$ cat src/rtl/ts_parallel_tx_if.sv
// Byte-stream input handshake and parallel TS output bus of ts_parallel_tx.
// master: the side feeding bytes and watching the TS bus; slave: the transmitter.
interface ts_parallel_tx_if;
    logic [7:0] data_in;
    logic       in_valid;
    logic       in_sop;
    logic       in_ready;
    logic [7:0] data_out;
    logic       dclk_out;
    logic       d_valid_out;
    logic       p_sync_out;
    logic       sync_err;

    modport master (
        output data_in, in_valid, in_sop,
        input  in_ready, data_out, dclk_out, d_valid_out, p_sync_out, sync_err
    );

    modport slave (
        input  data_in, in_valid, in_sop,
        output in_ready, data_out, dclk_out, d_valid_out, p_sync_out, sync_err
    );
endinterface

$ cat src/rtl/ts_parallel_tx.sv
// Parallel transport-stream transmitter: divides clk into a DCLK byte clock and
// frames fixed-length TS packets with D_VALID / P_SYNC, one byte slot per DCLK.
// Optional: define TS_NULL_PKT_EN to fill idle slots with null packets
// (0x47 0x1F 0xFF 0x10 0xFF...) for a constant-rate stream.
module ts_parallel_tx #(
    parameter int unsigned CLK_DIV   = 4,
    parameter int unsigned PKT_LEN   = 188,
    parameter int unsigned GAP_BYTES = 0
) (
    input logic             clk,
    input logic             rst,
    ts_parallel_tx_if.slave bus
);
    localparam int unsigned     DivW     = $clog2(CLK_DIV);
    localparam logic [DivW-1:0] DivLast  = DivW'(CLK_DIV - 1);
    localparam logic [DivW-1:0] DivHalf  = DivW'(CLK_DIV / 2);
    localparam logic [7:0]      PktLast  = 8'(PKT_LEN - 1);
    localparam logic [7:0]      GapLast  = 8'(GAP_BYTES - 1);
    localparam logic [7:0]      SyncByte = 8'h47;

`ifdef TS_NULL_PKT_EN
    typedef enum logic [1:0] {StIdle, StPacket, StGap, StNull} state_e;
`else
    typedef enum logic [1:0] {StIdle, StPacket, StGap} state_e;
`endif

    state_e          state_q, state_d;
    logic [DivW-1:0] div_q, div_d;
    logic            dclk_q;
    logic [7:0]      byte_cnt_q, byte_cnt_d;
    logic [7:0]      gap_cnt_q, gap_cnt_d;
    logic [7:0]      data_q, data_d;
    logic            d_valid_q, d_valid_d;
    logic            p_sync_q, p_sync_d;
    logic            sync_err_q, sync_err_d;
    logic            boundary;
    logic            ready;
    logic            accept;

    assign boundary = (div_q == DivLast);
    assign div_d    = boundary ? '0 : div_q + 1'b1;
    assign ready    = boundary && ((state_q == StIdle) || (state_q == StPacket));
    assign accept   = bus.in_valid && ready;

    assign bus.in_ready    = ready;
    assign bus.data_out    = data_q;
    assign bus.dclk_out    = dclk_q;
    assign bus.d_valid_out = d_valid_q;
    assign bus.p_sync_out  = p_sync_q;
    assign bus.sync_err    = sync_err_q;

    // Divider and DCLK: DCLK low for the first half of each slot, so it falls
    // on the same edge that loads a new byte.
    always_ff @(posedge clk or posedge rst) begin
        if (rst) begin
            div_q  <= '0;
            dclk_q <= 1'b0;
        end else begin
            div_q  <= div_d;
            dclk_q <= (div_d >= DivHalf);
        end
    end

    // Framing state and output slot registers.
    always_ff @(posedge clk or posedge rst) begin
        if (rst) begin
            state_q    <= StIdle;
            byte_cnt_q <= '0;
            gap_cnt_q  <= '0;
            data_q     <= '0;
            d_valid_q  <= 1'b0;
            p_sync_q   <= 1'b0;
            sync_err_q <= 1'b0;
        end else begin
            state_q    <= state_d;
            byte_cnt_q <= byte_cnt_d;
            gap_cnt_q  <= gap_cnt_d;
            data_q     <= data_d;
            d_valid_q  <= d_valid_d;
            p_sync_q   <= p_sync_d;
            sync_err_q <= sync_err_d;
        end
    end

    // Next slot contents and framing decisions, evaluated only at slot boundaries.
    always_comb begin
        state_d    = state_q;
        byte_cnt_d = byte_cnt_q;
        gap_cnt_d  = gap_cnt_q;
        data_d     = data_q;
        d_valid_d  = d_valid_q;
        p_sync_d   = p_sync_q;
        sync_err_d = 1'b0;
        if (boundary) begin
            // Empty slot unless a branch below fills it.
            data_d    = 8'h00;
            d_valid_d = 1'b0;
            p_sync_d  = 1'b0;
            case (state_q)
                StIdle: begin
                    if (accept) begin
                        if (bus.in_sop) begin
                            if (bus.data_in == SyncByte) begin
                                data_d     = SyncByte;
                                d_valid_d  = 1'b1;
                                p_sync_d   = 1'b1;
                                byte_cnt_d = 8'd1;
                                state_d    = StPacket;
                            end else begin
                                sync_err_d = 1'b1;
                            end
                        end
                    end
`ifdef TS_NULL_PKT_EN
                    else begin
                        data_d     = SyncByte;
                        d_valid_d  = 1'b1;
                        p_sync_d   = 1'b1;
                        byte_cnt_d = 8'd1;
                        state_d    = StNull;
                    end
`endif
                end
                StPacket: begin
                    if (accept) begin
                        if (bus.in_sop) begin
                            // Truncate the running packet; a valid sync byte restarts framing.
                            sync_err_d = 1'b1;
                            if (bus.data_in == SyncByte) begin
                                data_d     = SyncByte;
                                d_valid_d  = 1'b1;
                                p_sync_d   = 1'b1;
                                byte_cnt_d = 8'd1;
                            end else begin
                                byte_cnt_d = '0;
                                state_d    = StIdle;
                            end
                        end else begin
                            data_d    = bus.data_in;
                            d_valid_d = 1'b1;
                            if (byte_cnt_q == PktLast) begin
                                byte_cnt_d = '0;
                                gap_cnt_d  = '0;
                                state_d    = (GAP_BYTES > 0) ? StGap : StIdle;
                            end else begin
                                byte_cnt_d = byte_cnt_q + 8'd1;
                            end
                        end
                    end
                end
                StGap: begin
                    if (gap_cnt_q == GapLast) begin
                        gap_cnt_d = '0;
                        state_d   = StIdle;
                    end else begin
                        gap_cnt_d = gap_cnt_q + 8'd1;
                    end
                end
`ifdef TS_NULL_PKT_EN
                StNull: begin
                    d_valid_d = 1'b1;
                    case (byte_cnt_q)
                        8'd1:    data_d = 8'h1F;
                        8'd2:    data_d = 8'hFF;
                        8'd3:    data_d = 8'h10;
                        default: data_d = 8'hFF;
                    endcase
                    if (byte_cnt_q == PktLast) begin
                        byte_cnt_d = '0;
                        gap_cnt_d  = '0;
                        state_d    = (GAP_BYTES > 0) ? StGap : StIdle;
                    end else begin
                        byte_cnt_d = byte_cnt_q + 8'd1;
                    end
                end
`endif
                default: state_d = StIdle;
            endcase
        end
    end
endmodule

$ cat src/flat_wrapper.sv
// flat-port wrapper written by rule: the top's interface ports become plain ports
module ts_parallel_tx_flat 
#(
    parameter int unsigned CLK_DIV   = 4,
    parameter int unsigned PKT_LEN   = 188,
    parameter int unsigned GAP_BYTES = 0
)
  (clk, rst, bus_data_in, bus_in_valid, bus_in_sop, bus_in_ready, bus_data_out, bus_dclk_out, bus_d_valid_out, bus_p_sync_out, bus_sync_err);
  ts_parallel_tx_if bus_i ();
  input logic clk;
  input logic rst;
  input wire logic [$bits(bus_i.data_in)-1:0] bus_data_in;
  input wire logic [$bits(bus_i.in_valid)-1:0] bus_in_valid;
  input wire logic [$bits(bus_i.in_sop)-1:0] bus_in_sop;
  output wire logic [$bits(bus_i.in_ready)-1:0] bus_in_ready;
  output wire logic [$bits(bus_i.data_out)-1:0] bus_data_out;
  output wire logic [$bits(bus_i.dclk_out)-1:0] bus_dclk_out;
  output wire logic [$bits(bus_i.d_valid_out)-1:0] bus_d_valid_out;
  output wire logic [$bits(bus_i.p_sync_out)-1:0] bus_p_sync_out;
  output wire logic [$bits(bus_i.sync_err)-1:0] bus_sync_err;
  assign bus_i.data_in = bus_data_in;
  assign bus_i.in_valid = bus_in_valid;
  assign bus_i.in_sop = bus_in_sop;
  assign bus_in_ready = bus_i.in_ready;
  assign bus_data_out = bus_i.data_out;
  assign bus_dclk_out = bus_i.dclk_out;
  assign bus_d_valid_out = bus_i.d_valid_out;
  assign bus_p_sync_out = bus_i.p_sync_out;
  assign bus_sync_err = bus_i.sync_err;
  ts_parallel_tx #(.CLK_DIV(CLK_DIV), .PKT_LEN(PKT_LEN), .GAP_BYTES(GAP_BYTES)) u_core (.clk(clk), .rst(rst), .bus(bus_i));
endmodule
$ cat config.mk
export PLATFORM = sky130hd
export DESIGN_NAME = ts_parallel_tx_flat
export DESIGN_NICKNAME = d
export VERILOG_FILES = /design/src/rtl/ts_parallel_tx_if.sv /design/src/rtl/ts_parallel_tx.sv /design/src/flat_wrapper.sv
export SDC_FILE = /design/constraint.sdc
export NUM_CORES = 1
export LEC_CHECK = 0
export CAP_MARGIN = 20
export CORE_ASPECT_RATIO = 1.2
export CORE_UTILIZATION = 30
export CTS_CLUSTER_DIAMETER = 50
export DETAILED_ROUTE_END_ITERATION = 16
export GPL_ROUTABILITY_DRIVEN = 1
export PLACE_DENSITY = 0.58
export SYNTH_ARGS = -nofsm -noshare
export SYNTH_HDL_FRONTEND = slang
export SYNTH_SLANG_ARGS = --single-unit
$ cat constraint.sdc
create_clock -name clk -period 1.8 [get_ports clk]
set_input_delay 0.36 -clock clk [delete_from_list [all_inputs] [get_ports clk]]
set_output_delay 0.36 -clock clk [all_outputs]
set_load 0.1 [all_outputs]
==> metrics.txt <==
GRT Util Overall=0.150; CP Max Fanout=6; Via Count=962; asr flop ratio synth=1.00; Adder-Cell Fraction of Synth Area=0.0239; Initial DRC Count=30; Post-synth EDFFs=0; final period utilization=0.989; TNS Setup=0 ns; postcts setup bufs=0; Syn Std Cell Area=1050 sq um; Min-Delay Path Class=input pin to asynchronous set/reset pin; initial antenna violation count=0; number of cells after detailed placement=172; area of the core=3340 sq um; I/O pin total=25; clk_lat worst skew=0.26 ns; share of cells above drive strength 1=0.338; Synth-to-Final Area Change=64.8%; detail-routed net length per standard cell=14.8 um; post-synthesis simple-gate area fraction=0.190; nets@finish=154; number of global-route vias before repair=1014; CTS H-tree lvls=1; Finished Layout Cells=176; share of the synthesized area in the top cell type=0.526; fin. max-slew vios=0; filler instances=302; Hold Vio Cnt, Final=0; Top FF cell, synth=dfrtp_1; Die Y=66.7 um; Synth Instances=96; Clock Sinks=22; # DRC=0; Setup crit end kind=flop; most common cell in the netlist=dfrtp_1; Bufs on Longest Clock Path=2; Tmin final=1.78 ns; CP max stage cell=or4b_4; CP required=1.93 ns; CP Data Arrival Time=1.91 ns; maximum vdd drop=0.441 mV; row cnt=23; Die Footprint=3730 sq um; First-pass DRT Iterations=4; sequential share of the synthesized area=0.526; Synth Register Bits=22; Synth Area per Inst=10.9 sq um; cells along the critical path=clkdlybuf4s50_1 > or4b_4 > buf_4 > o311ai_2 > o31ai_2; post-synth cell types=35; multi-input logic area=522 sq um; Crit Path Class=input pin to flop; first-pass GRT wire length=4370 um; Post-Synthesis Net Count=110; largest area contributor in the netlist=dfrtp_1; Via-to-Cell Ratio=5.47; CTS tree=done; pin count of the biggest net entering global routing=23; Synth Area in Compound Gates=0.219; Core Util, Final=0.517; YS warnings=0; relative slew slack=0.784; Max stage delay on crit path=0.60 ns; Worst setup SP type=input pin; CTS buffer count=3; post-synthesis mux area share=0; Power, Total=1210 uW; grt ovf=0; Die Wd=55.9 um; final setup vio count=0; Routed WL=2600 um; xor/xnor share of the synthesized area=0; skew final=0.00653 ns; fmax=562 MHz; largest family of logic cells by synthesized area=compound AO/OA/AOI/OAI gates; Port Buffers=24; register clock-pin slew on the reported worst setup and hold paths=0.08 ns; Synth area leaders=dfrtp_1 53%, a221o_1 3.8%, a22o_1 3.3%; most instantiated cells after synthesis=22 x dfrtp_1, 8 x nand2_1, 7 x inv_1; status=finished clean; PD cells=701 nW/um^2; Final Wtd Congestion=0.768; CTS Hold Bufs=0; Routed Antenna Nets=0; hpwl dp=2020 um; Starting Density=0.314; FF+latch area=554 sq um; Root Driver=clkbuf_8; MaxCap Viol Count=0; n_diodes=0; actual slew at the worst max-slew pin=0.324 ns; Pleak=0.000754 uW
layout make-up:
cell class | count | area share
Multi-Input combinational cell | 63 | 0.302
Timing Repair Buffer | 42 | 0.300
Inverter | 8 | 0.0174
Sequential cell | 22 | 0.321
Clock buffer | 4 | 0.0319
Tap cell | 37 | 0.0268
cells by family (layout without fill, tap and decap cells):
| group | after synthesis | after routing |
|---|---|---|
| adder cells (fa/ha/maj) | 2 | 2 |
| AND/OR/NAND/NOR | 33 | 33 |
| buffers and inverters | 11 | 54 |
| flip-flops | 22 | 22 |
| AO/OA/AOI/OAI | 28 | 28 |
layout by cell type, fill, tap and decap left out, types with 2 or more instances in the layout:
cell	Yosys	layout
o21ai_2	0	2
nand2_1	8	8
inv_1	7	7
nand3_1	6	5
buf_4	0	17
a22o_1	4	4
or4_1	2	2
or3_1	3	2
o211ai_1	3	3
o21ai_0	3	2
dfrtp_1	22	21
o221ai_1	4	4
a221o_1	4	4
clkdlybuf4s50_1	0	11
nor2_1	2	2
buf_12	0	14
clkbuf_8	0	4
nand4b_1	3	3
critical path, delay by kind of cell:
kind                   cells  cell delay [ns]
AO/OA/AOI/OAI              2             0.36
buffers and inverters      2             0.60
AND/OR/NAND/NOR            1             0.60
per-stage QoR:
step | worst slack, ns | cell area [sq um] | hold slack (ns)
2_1_floorplan | -0.123 | 1100 | 0.349
3_5_place_dp | -0.444 | 1640 | 0.487
3_3_place_gp | -0.367 | 1640 | 0.471
4_1_cts | 0.0105 | 1700 | 0.444
6_report | 0.0200 | 1730 | 0.432
5_1_grt | -0.0161 | 1730 | 0.465
state kept, by name (all words and copies together) (netlist names):
register,flops
u_core.bus.data_out,8
u_core.div_q,2
u_core.state_q,1
u_core.bus.d_valid_out,1
u_core.bus.p_sync_out,1
u_core.byte_cnt_q,8
u_core.bus.sync_err,1
power breakdown:
| part | total, uW | switching [uW] | internal, uW |
|---|---|---|---|
| combinational | 285 | 158 | 127 |
| clock | 353 | 158 | 195 |
| sequential | 571 | 41.4 | 530 |
| total | 1210 | 358 | 852 |
final timing paths:
kind                                             startpoint                            endpoint  slack, ns  cells after the start
min                                                     rst  u_core.bus.data_out[5]$_DFFE_PP0N_       0.43                      3
max in group asynchronous                               rst           u_core.div_q[1]$_DFF_PP0_       1.11                      3
max                                          bus_data_in[7]    u_core.byte_cnt_q[1]$_DFFE_PP0P_       0.02                      5
min reg2reg                       u_core.div_q[0]$_DFF_PP0_           u_core.div_q[0]$_DFF_PP0_       0.50                      1
max reg2reg                u_core.byte_cnt_q[0]$_DFFE_PP0P_    u_core.byte_cnt_q[6]$_DFFE_PP0P_       0.16                      4
min in group clk                  u_core.div_q[0]$_DFF_PP0_           u_core.div_q[0]$_DFF_PP0_       0.50                      1
routing by layer:
layer | routed length (um) | GRT usage
met1 | 1090 | 0.154
met2 | 1380 | 0.307
met3 | 123 | 0.0272
met4 | 8 | 0.0427
met5 | 0 | 0
repair_timing:
action / CTS / global route
pin swaps: 1 / 2
resized for setup: 2 / 4
endpoints found under the setup margin: 12 / 7
No activity file was read; power rests on OpenSTA's default activity.
